## src/rtl/player_pkg.sv

```systemverilog
// Shared types and track-length decoding for the beat sequencer and its helpers.
// The top-level width parameters default to the values held here and must stay in step with them.
package player_pkg;

   localparam int DEF_IBEAT_W    = 12;
   localparam int DEF_NUM_TRACKS = 4;
   localparam int DEF_TRK_W      = 2;
   localparam int DEF_LEN_W      = DEF_IBEAT_W + 1;
   localparam int DEF_SLOW_DIV   = 2;

   // Entry [0] sits in the least significant slice.
   localparam logic [DEF_NUM_TRACKS*DEF_LEN_W-1:0] DEF_TRACK_LEN =
      {13'd1024, 13'd2048, 13'd4095, 13'd4095};

   typedef enum logic [1:0] {
      IDLE  = 2'd0,
      RUN   = 2'd1,
      PAUSE = 2'd2,
      DONE  = 2'd3
   } seq_state_e;

   function automatic logic [DEF_LEN_W-1:0] track_len(
      input logic [DEF_NUM_TRACKS*DEF_LEN_W-1:0] lens,
      input logic [DEF_TRK_W-1:0]                trk
   );
      return lens[trk*DEF_LEN_W +: DEF_LEN_W];
   endfunction

endpackage

```

## src/rtl/beat_prescaler.sv

```systemverilog
// Divides qualified beat ticks by SLOW_DIV when slow playback is selected.
// With slow low, every qualified tick is a step and the count is held at zero.
module beat_prescaler #(
   parameter int SLOW_DIV = 2
) (
   input  logic i_clk,
   input  logic i_rst_n,
   input  logic i_clear,
   input  logic i_slow,
   input  logic i_tick,
   output logic o_step_en
);

   localparam int CNT_W = (SLOW_DIV > 2) ? $clog2(SLOW_DIV) : 1;
   localparam logic [CNT_W-1:0] LAST = CNT_W'(SLOW_DIV - 1);

   logic [CNT_W-1:0] r_presc;

   always_ff @(posedge i_clk or negedge i_rst_n) begin
      if (!i_rst_n) begin
         r_presc <= '0;
      end else if (i_clear || !i_slow) begin
         r_presc <= '0;
      end else if (i_tick) begin
         r_presc <= (r_presc == LAST) ? '0 : r_presc + 1'b1;
      end
   end

   assign o_step_en = i_tick & (!i_slow | (r_presc == LAST));

endmodule

```

## src/rtl/beat_sequencer.sv

```systemverilog
// Multi-track beat sequencer: steps ibeat through the selected track on beat ticks,
// with slow division, loop/one-shot end handling, restart and track switching.
module beat_sequencer
   import player_pkg::*;
#(
   parameter int                                     IBEAT_W    = DEF_IBEAT_W,
   parameter int                                     NUM_TRACKS = DEF_NUM_TRACKS,
   parameter int                                     TRK_W      = DEF_TRK_W,
   parameter logic [NUM_TRACKS*(IBEAT_W+1)-1:0]      TRACK_LEN  = DEF_TRACK_LEN,
   parameter int                                     SLOW_DIV   = DEF_SLOW_DIV
) (
   input  logic               i_clk,
   input  logic               i_rst_n,
   input  logic               i_beat_tick,
   input  logic               i_play,
   input  logic               i_mode,
   input  logic               i_slow,
   input  logic               i_loop_en,
   input  logic               i_restart,
   input  logic [TRK_W-1:0]   i_track_sel,
   output logic [IBEAT_W-1:0] o_ibeat,
   output logic [TRK_W-1:0]   o_track,
   output logic               o_beat_strobe,
   output logic               o_done
);

   seq_state_e         r_state;
   seq_state_e         w_nextState;
   logic [IBEAT_W-1:0] r_ibeat;
   logic [IBEAT_W-1:0] w_nextIbeat;
   logic [TRK_W-1:0]   r_track;
   logic               r_strobe;
   logic               r_done;

   logic               w_go;
   logic               w_trkChg;
   logic               w_clear;
   logic               w_runTick;
   logic               w_stepEn;
   logic               w_step;
   logic               w_leaveRun;
   logic [IBEAT_W:0]   w_len;
   logic [IBEAT_W:0]   w_lastBeat;
   logic [IBEAT_W:0]   w_ibeatInc;
   logic               w_atEnd;

   assign w_go       = i_play & i_mode;
   assign w_trkChg   = (i_track_sel != r_track);
   assign w_clear    = i_restart | w_trkChg;
   assign w_runTick  = i_beat_tick & (r_state == RUN);
   assign w_step     = w_stepEn & ~w_clear;
   assign w_leaveRun = (r_state == RUN) && (w_nextState != RUN);

   // Lengths may reach 2**IBEAT_W, so the end test is done one bit wider than ibeat.
   assign w_len      = track_len(TRACK_LEN, r_track);
   assign w_lastBeat = w_len - 1'b1;
   assign w_ibeatInc = {1'b0, r_ibeat} + 1'b1;
   assign w_atEnd    = !(w_ibeatInc < w_len);

   beat_prescaler #(
      .SLOW_DIV (SLOW_DIV)
   ) u_prescaler (
      .i_clk     (i_clk),
      .i_rst_n   (i_rst_n),
      .i_clear   (w_clear | w_leaveRun),
      .i_slow    (i_slow),
      .i_tick    (w_runTick),
      .o_step_en (w_stepEn)
   );

   // Restart and track change override stepping; the step of that cycle is dropped.
   always_comb begin
      w_nextState = r_state;
      w_nextIbeat = r_ibeat;
      if (w_clear) begin
         w_nextState = w_go ? RUN : IDLE;
         w_nextIbeat = '0;
      end else begin
         case (r_state)
            IDLE:    if (w_go) w_nextState = RUN;
            RUN: begin
               if (w_step && w_atEnd && !i_loop_en) w_nextState = DONE;
               else if (!w_go)                      w_nextState = PAUSE;
            end
            PAUSE:   if (w_go) w_nextState = RUN;
            DONE:    w_nextState = DONE;
            default: w_nextState = IDLE;
         endcase
         if (w_step) begin
            if (!w_atEnd)       w_nextIbeat = w_ibeatInc[IBEAT_W-1:0];
            else if (i_loop_en) w_nextIbeat = '0;
            else                w_nextIbeat = w_lastBeat[IBEAT_W-1:0];
         end
      end
   end

   always_ff @(posedge i_clk or negedge i_rst_n) begin
      if (!i_rst_n) begin
         r_state  <= IDLE;
         r_ibeat  <= '0;
         r_track  <= '0;
         r_strobe <= 1'b0;
         r_done   <= 1'b0;
      end else begin
         r_state  <= w_nextState;
         r_ibeat  <= w_nextIbeat;
         r_strobe <= w_step;
         r_done   <= (w_nextState == DONE);
         if (w_trkChg) r_track <= i_track_sel;
      end
   end

   assign o_ibeat       = r_ibeat;
   assign o_track       = r_track;
   assign o_beat_strobe = r_strobe;
   assign o_done        = r_done;

endmodule

```

## config.mk

```make
export PLATFORM = sky130hd
export DESIGN_NAME = beat_sequencer
export DESIGN_NICKNAME = d
export VERILOG_FILES = /design/src/rtl/player_pkg.sv /design/src/rtl/beat_prescaler.sv /design/src/rtl/beat_sequencer.sv
export SDC_FILE = /design/constraint.sdc
export NUM_CORES = 1
export LEC_CHECK = 0
export ABC_CLOCK_PERIOD_IN_PS = 3500
export BUFFER_PORTS_ARGS = -buffer_cell sky130_fd_sc_hd__buf_2
export CAP_MARGIN = 20
export CORE_UTILIZATION = 45
export DETAILED_ROUTE_END_ITERATION = 16
export PLACE_DENSITY_LB_ADDON = 0.25
export SLEW_MARGIN = 20
export SYNTH_ARGS = -nofsm -noshare
export SYNTH_HDL_FRONTEND = slang
export SYNTH_SLANG_ARGS = --single-unit
```

## constraint.sdc

```tcl
create_clock -name i_clk -period 3.5 [get_ports i_clk]
set_input_delay 0.7 -clock i_clk [delete_from_list [all_inputs] [get_ports i_clk]]
set_output_delay 0.7 -clock i_clk [all_outputs]
set_load 0.02 [all_outputs]
```

## After elaboration in Yosys (flattened, before gate mapping)

Cells that the tools add are included.

- Output and inout port bits: 16
- Flip-flop bits (word level): 19
- Input bits: 10

- Mux-type cells: 13
- Reductions and logical operators: 11
- Shifts and indexed selects: 1
- Add/sub/neg operators: 3
- Equality and inequality tests: 6
- $lt $le $gt $ge: 1
- Bitwise operators: 8
- $mul: 1

Operators by type and width:

| cell | number |
|---|---|
| $shiftx 52x7->13 const A | 1 |
| $mux 12 | 4 |
| $add 12x1->13 const B | 1 |
| $lt 13x13->1 | 1 |
| $sub 12x1->12 const B | 1 |
| $mux 2 | 4 |
| $eq 2x2->1 const B | 3 |
| $mul 2x4->6 const B | 1 |
| $pmux 2 s3 | 1 |
| $and 1x1->1 | 4 |
| $mux 1 | 4 |
| $reduce_bool 2->1 | 2 |
| $logic_and 1x1->1 | 3 |
| $logic_not 1->1 | 3 |
| $or 1x1->1 | 3 |
| $eq 2x1->1 const B | 1 |
| $logic_not 2->1 | 1 |
| $ne 2x1->1 const B | 1 |
| $ne 2x2->1 | 1 |
| $reduce_or 2->1 | 1 |
| $add 1x1->1 const B | 1 |
| $logic_or 1x1->1 | 1 |
| $not 1->1 | 1 |

## Longest topological paths before layout

Gate-level depths: netlist of the first run.

- Depth after elaboration: 14
- Mapped depth: 14

## By module

Synthesis of the first run repeated with hierarchy kept, for this count alone.

- Cells, all modules: 160
- Area total of the unflattened synthesis: 1508.9 um^2

Modules (own cells, without submodules):

| module | times used | cells an instance | area an instance (um^2) |
|---|---|---|---|
| beat_sequencer | 1 | 155 | 1451.4 |
| beat_prescaler | 1 | 5 | 57.6 |

## Worst setup path before layout of the first run

Ideal clock, no wire load.

- Path type: register to register
- Start: reg r_ibeat[0] (netlist: o_ibeat[0])
- End: reg r_state[1]
- Setup time: 0.126 ns
- Required time: 3.374 ns
- Path slack: 0.372 ns
- Arrival: 3.002 ns
- Cell stages (with the launch flop): 14
- Period minus slack after synthesis: 3.128 ns
- Cell sequence: dfrtp_1 ha_1 nand3_2 or2_1 buf_2 nor2_1 xor2_1 ha_1 a21o_1 a21oi_1 o21ai_2 a211oi_2 nor3_2 o311a_1

- Word-level cells in the longest chain between the ends: 8

RTL lines:

| element | line | RTL |
|---|---|---|
| start: declaration | beat_sequencer.sv:29 | `logic [IBEAT_W-1:0] r_ibeat;` |
| start signal: assignment | beat_sequencer.sv:106 | `r_ibeat <= w_nextIbeat;` |
| $add 12x1->13 | beat_sequencer.sv:57 | `assign w_ibeatInc = {1'b0, r_ibeat} + 1'b1;` |
| $lt 13x13->1 | beat_sequencer.sv:58 | `assign w_atEnd = !(w_ibeatInc < w_len);` |
| $logic_not 1->1 | beat_sequencer.sv:58 |  |
| $logic_and 1x1->1 (2 in a row) | beat_sequencer.sv:82 | `if (w_step && w_atEnd && !i_loop_en) w_nextState = DONE;` |
| $mux 2 | beat_sequencer.sv:82 |  |
| $pmux 2 s3 | beat_sequencer.sv:79 | `case (r_state)` |
| $mux 2 | beat_sequencer.sv:75 | `if (w_clear) begin` |
| net w_nextState[1] | beat_sequencer.sv:28 | `seq_state_e w_nextState;` |
| end signal: assignment | beat_sequencer.sv:105 | `r_state <= w_nextState;` |
| end: declaration | beat_sequencer.sv:27 | `seq_state_e r_state;` |

The timed path passes the listed nets, and every way through them passes these cells.
A chain may end at the register's enable or synchronous reset.

## Worst setup path after layout of the first run

- Start: reg r_ibeat[0] (netlist: o_ibeat[0])
- End: reg r_ibeat[3] (netlist: o_ibeat[3])

- Word-level cells in the longest chain between the ends: 5

RTL lines:

| element | line | RTL |
|---|---|---|
| $add 12x1->13 * | beat_sequencer.sv:57 |  |
| $lt 13x13->1 | beat_sequencer.sv:58 |  |
| $mux 12 * | beat_sequencer.sv:90 | `if (!w_atEnd) w_nextIbeat = w_ibeatInc[IBEAT_W-1:0];` |
| $mux 12 * | beat_sequencer.sv:89 | `if (w_step) begin` |
| $mux 12 * | beat_sequencer.sv:75 |  |

Mark *: on every way between the ends. The rest lies on a longest branch, timed or not. The select of a mux whose other input is x is not followed.

==> out/qor.csv, run 1 <==
metric,value,unit
status,finished with violations,
failing checks,design-rule violations,
slew margin rel.,45.01,%
switching power,99.29,uW
# setup viols final,0,
RR Startpoint,o_ibeat[0],
total power,377.8,uW
Util after Layout,54.15,%
met2 routed WL,1.532,mm
number of max-cap violations,0,
synth-to-layout area growth,11.38,%
share of layout cells above drive strength 1,22.02,%
"Period Utilization, post-route",93.17,%
Initial Utilization,48.62,%
Gate power share,9.7,%
Port Buffers,25,
H-tree levels,1,
final hold vios,0,
cells after synthesis,147,
Clk pwr share,30.7,%
most frequent CP cell,ha_1,
post-synth cell types,39,
post-synth top area share,34.86,%
met3 WL,117,microns
share of the yosys chip area belonging to registers,34.86,%
DR pass1 iterations,10,
#FFs+latches synth,19,
P_leak,0.0008157,uW
Critical Path AT,3500,ps
CP required,3740,ps
post-route ant nets,0,
Routability Congestion,0.9087,
Root Buffer,clkbuf_4,
PwrDens,248.7,mW/mm^2
Yosys top cell by area,dfrtp_1,
Tightest Pin Transition,823.2,ps
Diodes inserted,0,
CTS tree,done,
synth top area cells,"dfrtp_1 35%, ha_1 11%, a221o_1 5.9%",
Clock Skew,10.64,ps
CP Cell Sequence,ha_1 > nand3_2 > or2_1 > nor2_1 > xor2_1 > ha_1 > a21o_1 > a21oi_1 > o21ai_2 > a211oi_4 > buf_4 > a31o_1 > a221o_1,
core area,0.002805,sq mm
Crit-path slowest cell,dfrtp_1,
internal power,278.5,uW
Post-route DRC,2,
via/cell ratio,5.884,
DR WL/cell,15.10,microns
CTS Buf Count,3,
CP Max Fanout,9,
maximum VDD drop,0.1429,mV
1st-iter DRT viols,44,
Die Width,57.05,microns
first-pass GRT wire length,5.140,mm
IO Pins,26,
DIE AREA,0.003255,sq mm
Worst-path clk slew,120,ps
Buf/Inv on CP,1,
Reg2Reg Setup Slack,240,ps
number of antenna violations at the first check in global routing,0,
CP top delay family,compound AO/OA/AOI/OAI gates,
top sig layer,met3,
R2R depth,13,
kind of critical path,register to register,
Synth Cell Area,0.001364,sq mm
clock sink total,19,
Die H,57.05,microns
final wirelength,3.005,mm
HP Class,primary input to asynchronous set/reset pin,
grt total ovfl,0,
switching share of total power,26.28,%
fin nets,191,
via count,1171,
Worst R2R End,o_ibeat[3],
Post-Syn Nets,169,
Yosys warning count,0,
GRT Util Overall,19.69,%
vias in the first global route,1153,
"slowest stage delay, CP",440,ps
crit end category,register,
clk buf depth,2,
sequential power share,59.6,%
M1 WL,1.355,mm
startpoint types,register,
Worst Hold Margin,316.3,ps
Synth Area per Inst,9.278,sq um
Row Count,19,
setup TNS,0,ps
Clock Latency Late Sink,300,ps
largest net degree at the start of global routing,20,
RSZ-0062 raised after global routing,no,
HPWL after detailed placement,2.274,mm
Max Fclk,306.6,MHz
min Tclk post-route,3261,ps
count of final max-slew check failures,0,
==> how the worst max path moves through the flow <==
stage / start / to / slack [ps] / cells past startpoint
4_1_cts: o_ibeat[0] / o_ibeat[5] / 140 / 12
6_report: o_ibeat[0] / o_ibeat[3] / 240 / 13
2_1_floorplan: o_ibeat[0] / r_state[1] / 370 / 13
5_1_grt: o_ibeat[0] / o_ibeat[3] / 50 / 13
3_5_place_dp: o_ibeat[0] / o_ibeat[8] / 180 / 12
3_3_place_gp: o_ibeat[0] / o_ibeat[8] / 310 / 12
==> synth_stat cells <==
cell type / n
or2_1: 1
and3_1: 1
buf_6: 2
a31oi_1: 1
nor2_1: 13
xor2_1: 4
ha_1: 12
xnor2_1: 8
nor2b_1: 1
or4_1: 1
nand2b_1: 1
o21ai_1: 1
buf_2: 3
o21ai_0: 3
o311a_1: 1
nand3_2: 1
nand4b_1: 1
nand4_1: 5
a31o_1: 4
nor3_2: 1
a32oi_1: 1
a31o_2: 2
and2_1: 2
o221ai_1: 1
clkbuf_1: 4
nor3_1: 2
a221o_1: 8
mux2i_1: 2
a211oi_2: 1
inv_1: 6
a21o_1: 4
and2b_1: 1
or3_1: 1
nand3_1: 7
a22oi_1: 1
nand2_1: 12
o21ai_2: 1
a21oi_1: 7
dfrtp_1: 19
==> stage by stage <==
stage	setup slack, ps	area [sq um]	cells
2_1_floorplan	372.5	1364	147
3_3_place_gp	310.9	1483	195
3_5_place_dp	180.3	1483	195
4_1_cts	138.1	1510	199
5_1_grt	48.40	1519	199
6_report	238.9	1519	199
==> power groups by stage <==
| stage | Clock, uW | Sequential, uW | Combinational (uW) |
|---|---|---|---|
| finish | 116 | 225 | 36.6 |
| global route | 128 | 226 | 42.4 |
| detailed placement | 0 | 230 | 36.9 |
| floorplan | 0 | 230 | 19.6 |
| global placement | 0 | 229 | 35.3 |
| CTS | 120 | 225 | 37.1 |
==> state kept, by name (all words and copies together) (netlist names) <==
signal	flops
o_done	1
r_state	2
o_track	2
u_prescaler.r_presc	1
o_ibeat	12
o_beat_strobe	1
==> layer usage <==
layer | vias up | track usage, %
met2 | 26 | 36.64
met1 | 565 | 25.29
met4 | 0 | 2.091
met3 | 0 | 2.268
li1 | 580 | -
met5 | - | 0
==> placed cells by master, fill, tap and decap left out, types with 6 or more instances in the layout <==
master / count
nand2_1: 12
a221o_1: 8
nand3_1: 7
nor2_1: 13
xnor2_1: 8
inv_1: 6
buf_2: 25
a21oi_1: 7
ha_1: 12
dfrtp_1: 19
==> cells by family (layout without fill, tap and decap cells) <==
kind of cell	count (synthesis)	after routing	share of synthesized area (%)
muxes	2	2	1.468
adders and majority gates	12	12	11.01
xor gates and xnor gates	12	12	7.706
DFF	19	19	34.86
and+or+nand+nor	51	51	18.90
AOI/OAI and AO/OA	36	36	20.55
buffers and inverters	15	36	5.504
==> repair_timing <==
| item | 4_1_cts | 5_1_grt |
|---|---|---|
| endpoints found under the setup margin | 0 | 11 |
| setup buffers | 0 | 0 |
| gates resized for setup | 0 | 2 |
| hold buffers | 0 | 0 |
==> layout make-up <==
| class | count | area [sq um] |
|---|---|---|
| flip-flops and latches | 19 | 475.5 |
| fillers | 270 | 1286 |
| clock buffers | 3 | 22.52 |
| multi-input cells | 113 | 822.0 |
| clock inverters | 1 | 5.005 |
| inverters | 6 | 22.52 |
| well taps | 31 | 38.79 |
| repair buffers | 26 | 132.6 |
Note: power is estimated with default switching activity, not from simulation.
==> run 2, diff against run 1 <==
--- a/config.mk
+++ b/config.mk
@@ -5,7 +5,7 @@
 export SDC_FILE = /design/constraint.sdc
 export NUM_CORES = 1
 export LEC_CHECK = 0
-export ABC_CLOCK_PERIOD_IN_PS = 3500
+export ABC_CLOCK_PERIOD_IN_PS = 3400
 export BUFFER_PORTS_ARGS = -buffer_cell sky130_fd_sc_hd__buf_2
 export CAP_MARGIN = 20
 export CORE_UTILIZATION = 45
==> constraint.sdc (replaced) <==
create_clock -name i_clk -period 3.4 [get_ports i_clk]
set_input_delay 0.68 -clock i_clk [delete_from_list [all_inputs] [get_ports i_clk]]
set_output_delay 0.68 -clock i_clk [all_outputs]
set_load 0.02 [all_outputs]
==> run 2 against run 1 <==
Against the previous run:
- the run still ends with design-rule violations left
- total power is 3.1% higher
- cell count up 1.5%
- final area grew 1.6%
- register-to-register slack gained 30 ps
- utilization increased by 0.89 points
- largest cell class unchanged
- highest routed layer is now met4
==> out/qor.csv, run 2 (synthesis gave the netlist of run 1 again) <==
metric,value,unit
DIE AREA,0.003255,sq mm
GRT Util Overall,21.20,%
fin nets,194,
share of layout cells above drive strength 1,23.39,%
startpoint types,register,
vias in the first global route,1160,
"Period Utilization, post-route",92.12,%
largest net degree at the start of global routing,20,
synth-to-layout area growth,13.21,%
Util after Layout,55.04,%
DR WL/cell,14.94,microns
maximum VDD drop,0.1333,mV
met2 routed WL,1.463,mm
Routability Congestion,0.8114,
Clock Latency Late Sink,290,ps
final setup margin,268.0,ps
# setup viols final,0,
final wirelength,3.017,mm
CP required,3570,ps
setup TNS,0,ps
via count,1183,
slew margin rel.,57.89,%
failing checks,design-rule violations,
Root Buffer,clkbuf_4,
via/cell ratio,5.856,
CP Max Fanout,8,
DP Cell Count,198,
clock sink total,19,
number of max-cap violations,0,
Initial Utilization,48.62,%
flip-flop count of the largest register after layout,12,
core area,0.002805,sq mm
P_leak,0.0008253,uW
Post-route DRC,2,
grt total ovfl,0,
Die Width,57.05,microns
post-CTS setup buffer count,0,
Tightest Pin Transition,628.2,ps
CTS Buf Count,3,
number of antenna violations at the first check in global routing,0,
clk buf depth,2,
pre-CTS WS,193.4,ps
HP Class,primary input to asynchronous set/reset pin,
count of final max-slew check failures,0,
Diodes inserted,0,
HPWL after detailed placement,2.236,mm
Row Count,19,
Worst Hold Margin,306.8,ps
top sig layer,met4,
Die H,57.05,microns
H-tree levels,1,
kind of critical path,register to register,
DR pass1 iterations,10,
1st-iter DRT viols,55,
Max Fclk,319.3,MHz
"commonest non-fill, non-tap cells in the layout","25 x buf_2, 19 x dfrtp_1, 13 x nor2_1, 12 x nand2_1, 11 x ha_1",
met3 WL,129,microns
"commonest non-fill, non-tap cell in the layout",buf_2,
first-pass GRT wire length,5.471,mm
Worst-path clk slew,120,ps
PwrDens,252.2,mW/mm^2
RSZ-0062 raised after global routing,no,
final hold vios,0,
IO Pins,26,
status,finished with violations,
CTS tree,done,
min Tclk post-route,3132,ps
Critical Path AT,3300,ps
crit end category,register,
post-route ant nets,0,
M1 WL,1.407,mm
fin cells,202,
Port Buffers,25,
Clock Skew,4.481,ps
-- run 2: stage by stage --
| stage | instance area, sq um | power (uW) |
|---|---|---|
| floorplan | 1364 | 256.9 |
| global placement | 1505 | 274.6 |
| detailed placement | 1505 | 276.1 |
| CTS | 1531 | 393.4 |
| global route | 1544 | 408.1 |
| finish | 1544 | 389.4 |
-- run 2: metal layers --
layer	vias up	global-route usage (%)
met1	566	27.95
met2	30	36.97
li1	585	-
met5	-	0
met4	0	5.923
met3	2	2.268
-- run 2: path summary, 6_finish.rpt --
check	startpoint	to	slack [ps]	cells past startpoint
hold / removal	i_rst_n	o_ibeat[7]	310	1
hold reg to reg	r_state[0]	o_done	570	2
setup / recovery	o_ibeat[0]	o_ibeat[0]	270	13
setup reg to reg	o_ibeat[0]	o_ibeat[0]	270	13
min in group i_clk	i_track_sel[0]	o_track[0]	500	1
max in group asynchronous	i_rst_n	o_ibeat[4]	2780	1
-- run 2: where the power goes --
part           switching [uW]  internal [uW]
logic                    22.9           16.9
registers                4.39            228
clock network            72.1           45.6
-- run 2: timing repair --
| action | CTS | global route |
|---|---|---|
| setup endpoints to repair | 0 | 14 |
| gates resized for setup | 0 | 3 |
| hold buffers | 0 | 0 |
-- run 2: critical path, cell delays in order, from the launching register on --
cell and delay, ps:
dfrtp_1 440, ha_2 250, nand3_2 130, or2_4 290, nor2_1 140, xor2_1 230
ha_1 280, a21o_1 180, a21oi_1 160, o21ai_2 90, a211oi_4 280, buf_4 210
or3_1 190, o221ai_1 130
-- run 2: layout make-up --
| class | count | area [sq um] |
|---|---|---|
| Fill cell | 276 | 1261 |
| Tap cell | 31 | 38.79 |
| Inverter | 6 | 22.52 |
| Sequential cell | 19 | 475.5 |
| Clock buffer | 4 | 26.28 |
| Timing Repair Buffer | 29 | 155.1 |
| Multi-Input combinational cell | 113 | 825.8 |
==> run 3, diff against run 2 <==
--- a/config.mk
+++ b/config.mk
@@ -8,7 +8,7 @@
 export ABC_CLOCK_PERIOD_IN_PS = 3400
 export BUFFER_PORTS_ARGS = -buffer_cell sky130_fd_sc_hd__buf_2
 export CAP_MARGIN = 20
-export CORE_UTILIZATION = 45
+export CORE_UTILIZATION = 50
 export DETAILED_ROUTE_END_ITERATION = 16
 export PLACE_DENSITY_LB_ADDON = 0.25
 export SLEW_MARGIN = 20
==> run 3 against run 2 <==
Against the previous run:
- the run now ends clean
- via count up 0.17%
- count of clock-buffer cells in the layout down 1
- non-clock buffer count down 2
- final area down 0.97%
- sequential power about the same
- die area down 9.7%
- combinational power down 2%
- flip-flop and latch count unchanged
- register-to-register slack worse by 70 ps
- sequential share of layout area up 0.38 points
- clock power up 4%
- critical path type unchanged
==> out/qor.csv, run 3 (synthesis gave the netlist of run 1 again) <==
metric,value,unit
Row Count,18,
maximum VDD drop,0.2634,mV
CP top delay family,compound AO/OA/AOI/OAI gates,
final wirelength,3.019,mm
Max Fclk,312.3,MHz
CP required,3600,ps
grt total ovfl,0,
count of final max-slew check failures,0,
largest net degree at the start of global routing,20,
RSZ-0062 raised after global routing,no,
flip-flop count of the largest register after layout,12,
min Tclk post-route,3202,ps
Clock Skew,6.081,ps
1st-iter DRT viols,20,
Critical Path AT,3400,ps
# setup viols final,0,
IO Pins,26,
Root Buffer,clkbuf_4,
number of antenna violations at the first check in global routing,0,
fin nets,192,
Crit-path slowest cell,dfrtp_1,
CTS Buf Count,3,
number of max-cap violations,0,
HP Class,primary input to asynchronous set/reset pin,
Buf/Inv on CP,1,
Routability Congestion,0.8399,
"Period Utilization, post-route",94.19,%
startpoint types,register,
final hold vios,0,
"commonest non-fill, non-tap cell in the layout",buf_2,
DR WL/cell,15.17,microns
storage element area,476.7,sq um
hold_buf cts,0,
P_leak,0.0008156,uW
CP Max Fanout,11,
Post-route DRC,0,
fin area,0.001529,sq mm
GRT Util Overall,24.08,%
PwrDens,257.4,mW/mm^2
multi-input gate area in the final layout,822.0,sq um
kind of critical path,register to register,
Die H,54.23,microns
setup TNS,0,ps
Fillers,220,
Die Width,54.23,microns
"slowest stage delay, CP",420,ps
post-route ant nets,0,
via/cell ratio,5.955,
core area,0.002522,sq mm
Worst-path clk slew,120,ps
first-pass GRT wire length,4.968,mm
status,completed,
clk buf depth,2,
crit end category,register,
DR pass1 iterations,4,
Port Buffers,25,
DIE AREA,0.002940,sq mm
Diodes inserted,0,
dpl cell area,0.001489,sq mm
share of layout cells above drive strength 1,23.08,%
Clock Latency Late Sink,310,ps
vias in the first global route,1089,
via count,1185,
HPWL after detailed placement,2.233,mm
slew margin rel.,46.27,%
Tightest Pin Transition,804.3,ps
synth-to-layout area growth,12.11,%
CTS tree,done,
"commonest non-fill, non-tap cells in the layout","25 x buf_2, 18 x dfrtp_1, 13 x nor2_1, 12 x nand2_1, 12 x ha_1",
Initial Utilization,54.07,%
clock sink total,19,
H-tree levels,1,
CP Cell Sequence,ha_1 > nand3_2 > or2_1 > nor2_1 > xor2_1 > ha_1 > a21o_1 > a21oi_1 > o21ai_2 > a211oi_4 > buf_4 > mux2i_1 > a21oi_1,
==> run 3: final timing paths <==
check	start	endpoint	slack (ps)	cells past startpoint
worst max-delay path	o_ibeat[1]	o_ibeat[10]	200	13
worst min-delay path	i_rst_n	o_beat_strobe	290	1
worst max register to register	o_ibeat[1]	o_ibeat[10]	200	13
worst min register to register	o_ibeat[0]	o_ibeat[0]	570	1
max in group asynchronous	i_rst_n	o_ibeat[0]	2780	1
min in group i_clk	i_track_sel[0]	o_track[0]	490	1
==> run 3: layout make-up <==
| cell class | instances | share of cell area, % |
|---|---|---|
| Timing Repair Buffer | 27 | 9.165 |
| Inverter | 6 | 1.473 |
| Clock buffer | 3 | 1.473 |
| Sequential cell | 19 | 31.18 |
| Multi-Input combinational cell | 113 | 53.76 |
| Clock inverter | 1 | 0.4910 |
| Tap cell | 30 | 2.455 |
==> run 3: metal layers <==
layer  track usage (%)  share of wire, %  vias to the layer above  wire length (microns)
li1                  -                 -                      583                      -
met1             30.68                45                      565                   1369
met2             40.04                49                       33                   1482
met3             5.833               4.3                        4                    129
met4             7.265               1.2                        0                     37
met5                 0                 0                        -                      0
==> run 3: power by group <==
group | switching, uW | internal (uW)
logic | 22.9 | 16.2
clock network | 77.7 | 44.9
registers | 4.27 | 228
total | 105 | 289
==> run 3: stage by stage <==
stage / utilization, % / std cells / setup slack [ps] / hold slack [ps] / total power (uW)
floorplan: - / 147 / 272.5 / 384.4 / 256.9
global placement: 59.03 / 195 / 302.4 / 540.6 / 273.6
detailed placement: 59.03 / 195 / 144.1 / 556.5 / 274.9
CTS: 60.22 / 199 / 105.6 / 299.3 / 396.2
global route: 60.62 / 199 / 23.22 / 322.1 / 407.0
finish: 60.62 / 199 / 197.7 / 294.4 / 393.5
==> run 3: repair_timing <==
item                                    in CTS  in global routing
endpoints found under the setup margin       0                 12
resized for setup                            0                  3
setup buffers                                0                  0
